===== src/rtl/riscv_mmio_pkg.sv =====
// Shared MMIO definitions for the RISC-V multi-cycle core's peripherals.
// Holds the GPIO base address used by the core's address decoder and the
// word offsets of the GPIO register file.
package riscv_mmio_pkg;

  localparam logic [31:0] GPIO_BASE = 32'h1000_0000;

  typedef enum logic [1:0] {
    GPIO_IN    = 2'd0,
    GPIO_OUT   = 2'd1,
    GPIO_EDGE  = 2'd2,
    GPIO_IRQEN = 2'd3
  } gpio_reg_e;

endpackage


===== src/rtl/gpio_debounce_bit.sv =====
// One GPIO input bit: 2-FF synchronizer, consecutive-cycle debouncer and
// rising-edge detect. 'rise' is combinational and marks the cycle in which
// 'stable' is about to go 0->1, so the parent can flag the edge on the same
// clock edge that updates 'stable'.
module gpio_debounce_bit #(
  parameter int DEB_CYCLES = 4,
  parameter int CNT_W      = 3
) (
  input  logic clk,
  input  logic rst,
  input  logic pin,
  output logic stable,
  output logic rise
);

  localparam logic [CNT_W-1:0] CNT_LAST = CNT_W'(DEB_CYCLES - 1);

  logic             s1;
  logic             s2;
  logic [CNT_W-1:0] cnt;
  logic             flip;

  // Stable value flips when the synced bit has differed for DEB_CYCLES cycles.
  always_comb begin
    flip = (s2 != stable) && (cnt == CNT_LAST);
    rise = flip & s2;
  end

  // Synchronizer, debounce counter and stable value.
  // NOTE: clocked state uses non-blocking (<=) so every flop samples the
  // pre-edge value of its neighbours; blocking here would collapse s1/s2.
  always_ff @(posedge clk) begin
    if (rst) begin
      s1     <= 1'b0;
      s2     <= 1'b0;
      stable <= 1'b0;
      cnt    <= '0;
    end else begin
      s1 <= pin;
      s2 <= s1;
      if (s2 == stable) begin
        cnt <= '0;
      end else if (flip) begin
        stable <= s2;
        cnt    <= '0;
      end else begin
        cnt <= cnt + 1'b1;
      end
    end
  end

endmodule


===== src/rtl/gpio_port_ctrl.sv =====
// Memory-mapped GPIO peripheral: conditioned inputs (IN), output latch (OUT),
// sticky write-1-to-clear rising-edge flags (EDGE), interrupt enables
// (IRQ_EN) and a registered level interrupt. Single-cycle bus, no stalls.
module gpio_port_ctrl
  import riscv_mmio_pkg::*;
#(
  parameter int WIDTH      = 10,
  parameter int DEB_CYCLES = 4,
  parameter int CNT_W      = 3
) (
  input  logic             clk,
  input  logic             rst,
  input  logic             bus_sel,
  input  logic             bus_we,
  input  logic [1:0]       bus_addr,
  input  logic [31:0]      bus_wdata,
  output logic [31:0]      bus_rdata,
  input  logic [WIDTH-1:0] gpio_in,
  output logic [WIDTH-1:0] gpio_out,
  output logic             irq
);

  logic [WIDTH-1:0] in_q;
  logic [WIDTH-1:0] rise;
  logic [WIDTH-1:0] out_q;
  logic [WIDTH-1:0] edge_q;
  logic [WIDTH-1:0] irq_en_q;
  logic [WIDTH-1:0] edge_next;
  logic [WIDTH-1:0] irq_en_next;
  logic [WIDTH-1:0] clr;
  logic             wr;
  gpio_reg_e        reg_sel;
  logic             unused_wdata;

  assign wr           = bus_sel & bus_we;
  assign reg_sel      = gpio_reg_e'(bus_addr);
  assign gpio_out     = out_q;
  assign unused_wdata = ^bus_wdata[31:WIDTH];

  for (genvar i = 0; i < WIDTH; i++) begin : g_bit
    gpio_debounce_bit #(
      .DEB_CYCLES (DEB_CYCLES),
      .CNT_W      (CNT_W)
    ) u_deb (
      .clk    (clk),
      .rst    (rst),
      .pin    (gpio_in[i]),
      .stable (in_q[i]),
      .rise   (rise[i])
    );
  end

  // Next-state of EDGE and IRQ_EN; irq is registered from these so it tracks
  // them on the same edge rather than lagging one more cycle.
  // NOTE: every always_comb output gets a default first, so no path leaves a
  // value unassigned and no latch is inferred.
  always_comb begin
    clr         = '0;
    irq_en_next = irq_en_q;
    if (wr && reg_sel == GPIO_EDGE)  clr         = bus_wdata[WIDTH-1:0];
    if (wr && reg_sel == GPIO_IRQEN) irq_en_next = bus_wdata[WIDTH-1:0];
    // A new rise beats a simultaneous clear of the same bit.
    edge_next = (edge_q & ~clr) | rise;
  end

  // Register file and interrupt output.
  always_ff @(posedge clk) begin
    if (rst) begin
      out_q    <= '0;
      edge_q   <= '0;
      irq_en_q <= '0;
      irq      <= 1'b0;
    end else begin
      if (wr && reg_sel == GPIO_OUT) out_q <= bus_wdata[WIDTH-1:0];
      edge_q   <= edge_next;
      irq_en_q <= irq_en_next;
      irq      <= |(edge_next & irq_en_next);
    end
  end

  // Read mux: zero-extended register contents, no side effects.
  always_comb begin
    bus_rdata = '0;
    if (bus_sel) begin
      case (reg_sel)
        GPIO_IN:    bus_rdata = 32'(in_q);
        GPIO_OUT:   bus_rdata = 32'(out_q);
        GPIO_EDGE:  bus_rdata = 32'(edge_q);
        GPIO_IRQEN: bus_rdata = 32'(irq_en_q);
        default:    bus_rdata = '0;
      endcase
    end
  end

endmodule


===== config.mk =====
export PLATFORM = sky130hd
export DESIGN_NAME = gpio_port_ctrl
export DESIGN_NICKNAME = d
export VERILOG_FILES = /design/src/rtl/riscv_mmio_pkg.sv /design/src/rtl/gpio_debounce_bit.sv /design/src/rtl/gpio_port_ctrl.sv
export SDC_FILE = /design/constraint.sdc
export NUM_CORES = 1
export LEC_CHECK = 0
export ABC_AREA = 1
export CORE_ASPECT_RATIO = 0.6
export CORE_MARGIN = 1
export CORE_UTILIZATION = 50
export DETAILED_ROUTE_END_ITERATION = 16
export GPL_ROUTABILITY_DRIVEN = 0
export PLACE_DENSITY = 0.8
export RECOVER_POWER = 50
export SLEW_MARGIN = 20
export SYNTH_ARGS = -nofsm -noshare
export SYNTH_HDL_FRONTEND = slang
export SYNTH_SLANG_ARGS = --single-unit

===== constraint.sdc =====
create_clock -name clk -period 1.6 [get_ports clk]
set_clock_uncertainty 0.15 [all_clocks]
set_input_delay 0.32 -clock clk [delete_from_list [all_inputs] [get_ports clk]]
set_output_delay 0.32 -clock clk [all_outputs]
set_load 0.02 [all_outputs]

==> metrics.md <==
| Metric | Value |
|---|---|
| Status | `complete, but fails checks` |
| Violated checks | `setup timing` |
| Post-CTS clock slew at the launch and capture registers of the worst setup and hold paths | `70 ps` |
| Post-synthesis instance area | `between 0.003 and 0.004 mm^2` |
| Worst max-slew margin expressed relative to the limit | `31.58%` |
| TritonCTS sink count | `91` |
| Proportion of synthesized chip area in sequential cells | `47.23%` |
| Buffer depth of the longest clock path | `2` |
| Number of H-tree levels | `3` |
| Post-synthesis cell count | `496` |
| Core outline area | `0.007357 mm^2` |
| Worst-path fanout max | `7` |
| Number of standard cells in the final layout excluding fillers | `728` |
| Warnings, synthesis | `0` |
| Count of final hold-check violations | `0` |
| Crit path kind | `in2out` |
| R2r worst-path depth | `10` |
| Setup slack of the most critical reg-to-reg path | `0 ps` |
| Total non-filler cell area in the finished layout | `between 0.005 and 0.006 mm^2` |
| Unrepaired setup endpoints after global routing | `yes` |
| Fill cell count | `between 500 and 600` |
| Kind of capture point of the worst setup path | `primary output` |
| Relative area change from synthesis to final layout | `43.27%` |
| Total setup violations reported at the end of the flow | `11` |
| Via density | `5.054` |
| Wirelength per Cell | `14.84 um` |
| Via count | `approximately 3700` |
| Kind of path behind the tightest hold check | `reg2reg` |
| Post-synthesis average cell area | `7.777 um^2` |
| Required arrival time at the worst endpoint | `1130 ps` |
| Effective utilization at floorplan | `52.43%` |
| Floorplan die height | `around 70 um` |
| Worst vdd rail ir drop | `737.7 uV` |
| Maximum number of pins on one net before global-route repair | `28` |
| Arrival time at the worst endpoint | `1270 ps` |
| Multi-input logic area | `0.001919 mm^2` |
| PnR Total Power | `0.004878 W` |
| Clock root cell | `sky130_fd_sc_hd__clkbuf_16` |
| Die X-Extent | `115.4 um` |
| I/O pins | `91` |
| Detail Placement HPWL | `6700 um` |
| Total instance count after detailed placement | `just under 700` |
| Initial antenna violation count | `0` |
| Number of nets in the final layout | `687` |
| Clock tree from TritonCTS | `built` |
| Die footprint | `roughly 0.008 mm^2` |
| Pwr dens | `882.6 mW/mm^2` |
| Diodes inserted | `0` |
| Post-layout min period | `1740 ps` |
| Crit path launch type | `input pin` |
| Via count of the first global-routing pass | `between 3000 and 4000` |
| Global-route wire length before repair | `16590 um` |
| Post-route ant nets | `0` |
| Sequential cell area | `around 0.0018 mm^2` |
| Minimum setup slack in the final design | `-139.6 ps` |
| Initial DRC count | `198` |
| Count of port buffers added during placement | `46` |
| Placement Cell Area | `0.004798 mm^2` |
| Number of buffers created by CTS | `9` |
| Leakage power total | `2.514 nW` |
| Post-detailed-route DRC marker count | `0` |
| Yosys reg bits | `91` |
| Std cell rows | `24` |
| Actual slew at the worst max-slew pin | `1026 ps` |
| Count of pins over their slew limit | `0` |
| Global-route congestion overflow total | `0` |
| First-pass iteration count of the detailed router | `5` |
| Sum Neg Setup Slack | `-1159 ps` |
| Total Wirelength | `10800 um` |
| Fraction of final layout cells sized beyond drive strength 1 | `26.76%` |
| Maximum operating frequency | `574.9 MHz` |
| Global routing usage summed across all routing layers | `~27%` |
| Number of distinct library cells after synthesis | `27` |
| Later-pin clock latency in the skew report | `340 ps` |
| Fraction of the cycle the final worst path needs | `108.7%` |
| Reported max-cap violation count | `0` |
| Hold Crit Depth | `1` |
## worst max-delay path: stages
cell and delay [ps]:
sky130_fd_sc_hd__buf_8 110, sky130_fd_sc_hd__buf_6 110, sky130_fd_sc_hd__nor2_4 160, sky130_fd_sc_hd__buf_12 170
sky130_fd_sc_hd__nand2_2 70, sky130_fd_sc_hd__a41oi_2 160, sky130_fd_sc_hd__buf_4 180
## per-stage QoR
step / hold WS [ps] / utilization, % / setup WS [ps]
5_1_grt: 270.0 / 75.12 / -165.3
6_report: 251.3 / 75.12 / -139.6
4_1_cts: 251.9 / 73.57 / -157.1
2_1_floorplan: 238.3 / - / -23.96
3_3_place_gp: 240.0 / 65.22 / -995.7
3_5_place_dp: 244.0 / 65.22 / -1059
## report_power, final
group / internal (W) / switching [W] / leakage [nW]
clock network: 0.00124 / 0.000853 / 0.145
logic: 0.000180 / 0.000261 / 1.63
registers: 0.00231 / 0.0000273 / 0.742
total: 0.00374 / 0.00114 / 2.51
## flip-flops by register name, indices dropped and copies added (netlist names)
| register | cells |
|---|---|
| g_bit.u_deb.s1 | 10 |
| g_bit.u_deb.cnt | 30 |
| g_bit.u_deb.s2 | 10 |
| edge_q | 10 |
| irq_en_q | 10 |
| g_bit.u_deb.stable | 10 |
| irq | 1 |
| gpio_out | 10 |
## synth_stat cells
master	instances	area, um^2
sky130_fd_sc_hd__nand2_1	100	375.4
sky130_fd_sc_hd__dfxtp_1	91	1822
sky130_fd_sc_hd__nor2_1	70	262.8
sky130_fd_sc_hd__inv_1	66	247.7
sky130_fd_sc_hd__a21oi_1	30	150.1
sky130_fd_sc_hd__o21ai_0	24	120.1
sky130_fd_sc_hd__buf_4	22	165.2
sky130_fd_sc_hd__ha_1	20	250.2
sky130_fd_sc_hd__nand3_1	15	75.07
sky130_fd_sc_hd__a41oi_1	10	87.58
sky130_fd_sc_hd__clkbuf_1	8	30.03
sky130_fd_sc_hd__xor2_1	8	70.07
sky130_fd_sc_hd__nand3b_1	5	37.54
sky130_fd_sc_hd__nand4_1	4	25.02
sky130_fd_sc_hd__o21ai_1	4	20.02
sky130_fd_sc_hd__o21a_1	3	22.52
sky130_fd_sc_hd__buf_1	2	7.510
sky130_fd_sc_hd__clkinv_1	2	7.510
sky130_fd_sc_hd__nand2_2	2	12.51
sky130_fd_sc_hd__nor2_2	2	12.51
sky130_fd_sc_hd__or2_2	2	12.51
sky130_fd_sc_hd__buf_2	1	5.000
sky130_fd_sc_hd__buf_6	1	11.26
sky130_fd_sc_hd__conb_1	1	3.750
sky130_fd_sc_hd__inv_2	1	3.750
sky130_fd_sc_hd__nor2_4	1	11.26
sky130_fd_sc_hd__o21ai_2	1	8.760
## layout make-up
type | count | area share, %
clock buffers | 11 | 4.392
well taps | 104 | 2.355
flip-flops and latches | 91 | 33.10
clock inverters | 5 | 0.9509
inverters | 69 | 4.800
repair buffers | 125 | 19.67
multi-input cells | 323 | 34.73
## per-layer routing
metal  GRT usage [%]  share of wire, %  vias up
li1                -                 -     1768
met1           30.13                38     1705
met2           47.50                50      162
met3           9.635               8.4       44
met4           12.12               3.3        0
met5               0                 0        -
## path summary, 6_finish.rpt
kind	startpoint	end
worst max-delay path	bus_addr[0]	bus_rdata[2]
worst min-delay path	g_bit[1].u_deb.cnt[0]	g_bit[1].u_deb.cnt[0]
worst max register to register	g_bit[2].u_deb.cnt[0]	irq
worst min register to register	g_bit[1].u_deb.cnt[0]	g_bit[1].u_deb.cnt[0]
## kinds of logic after synthesis
group / Yosys count / share of synthesized area [%]
fa+ha+maj: 20 / 6.487
simple gates: 201 / 21.38
xor+xnor: 8 / 1.816
other cells: 1 / 0.09721
buf+inv: 103 / 12.39
compound gates: 72 / 10.61
flops: 91 / 47.23
## placed cells by master (no fill, tap or decap), types with 8 or more instances in the layout
master	n
sky130_fd_sc_hd__a21oi_1	30
sky130_fd_sc_hd__a41oi_2	8
sky130_fd_sc_hd__buf_4	71
sky130_fd_sc_hd__buf_6	12
sky130_fd_sc_hd__clkbuf_16	9
sky130_fd_sc_hd__clkdlybuf4s50_1	20
sky130_fd_sc_hd__conb_1	22
sky130_fd_sc_hd__dfxtp_1	85
sky130_fd_sc_hd__ha_1	15
sky130_fd_sc_hd__inv_1	66
sky130_fd_sc_hd__nand2_1	84
sky130_fd_sc_hd__nand2_2	12
sky130_fd_sc_hd__nand3_1	10
sky130_fd_sc_hd__nor2_1	66
sky130_fd_sc_hd__o21ai_0	24
sky130_fd_sc_hd__xor2_1	8
## timing repair
action                                 in CTS  in global routing
setup buffers                              21                  7
pin swaps                                  22                 28
hold buffers                                0                  0
gates resized for setup                   128                 47
cloned                                      2                  0
setup endpoints to repair                  38                 21
endpoints found under the hold margin       0                  0
Note: power is estimated with default switching activity, not from simulation.
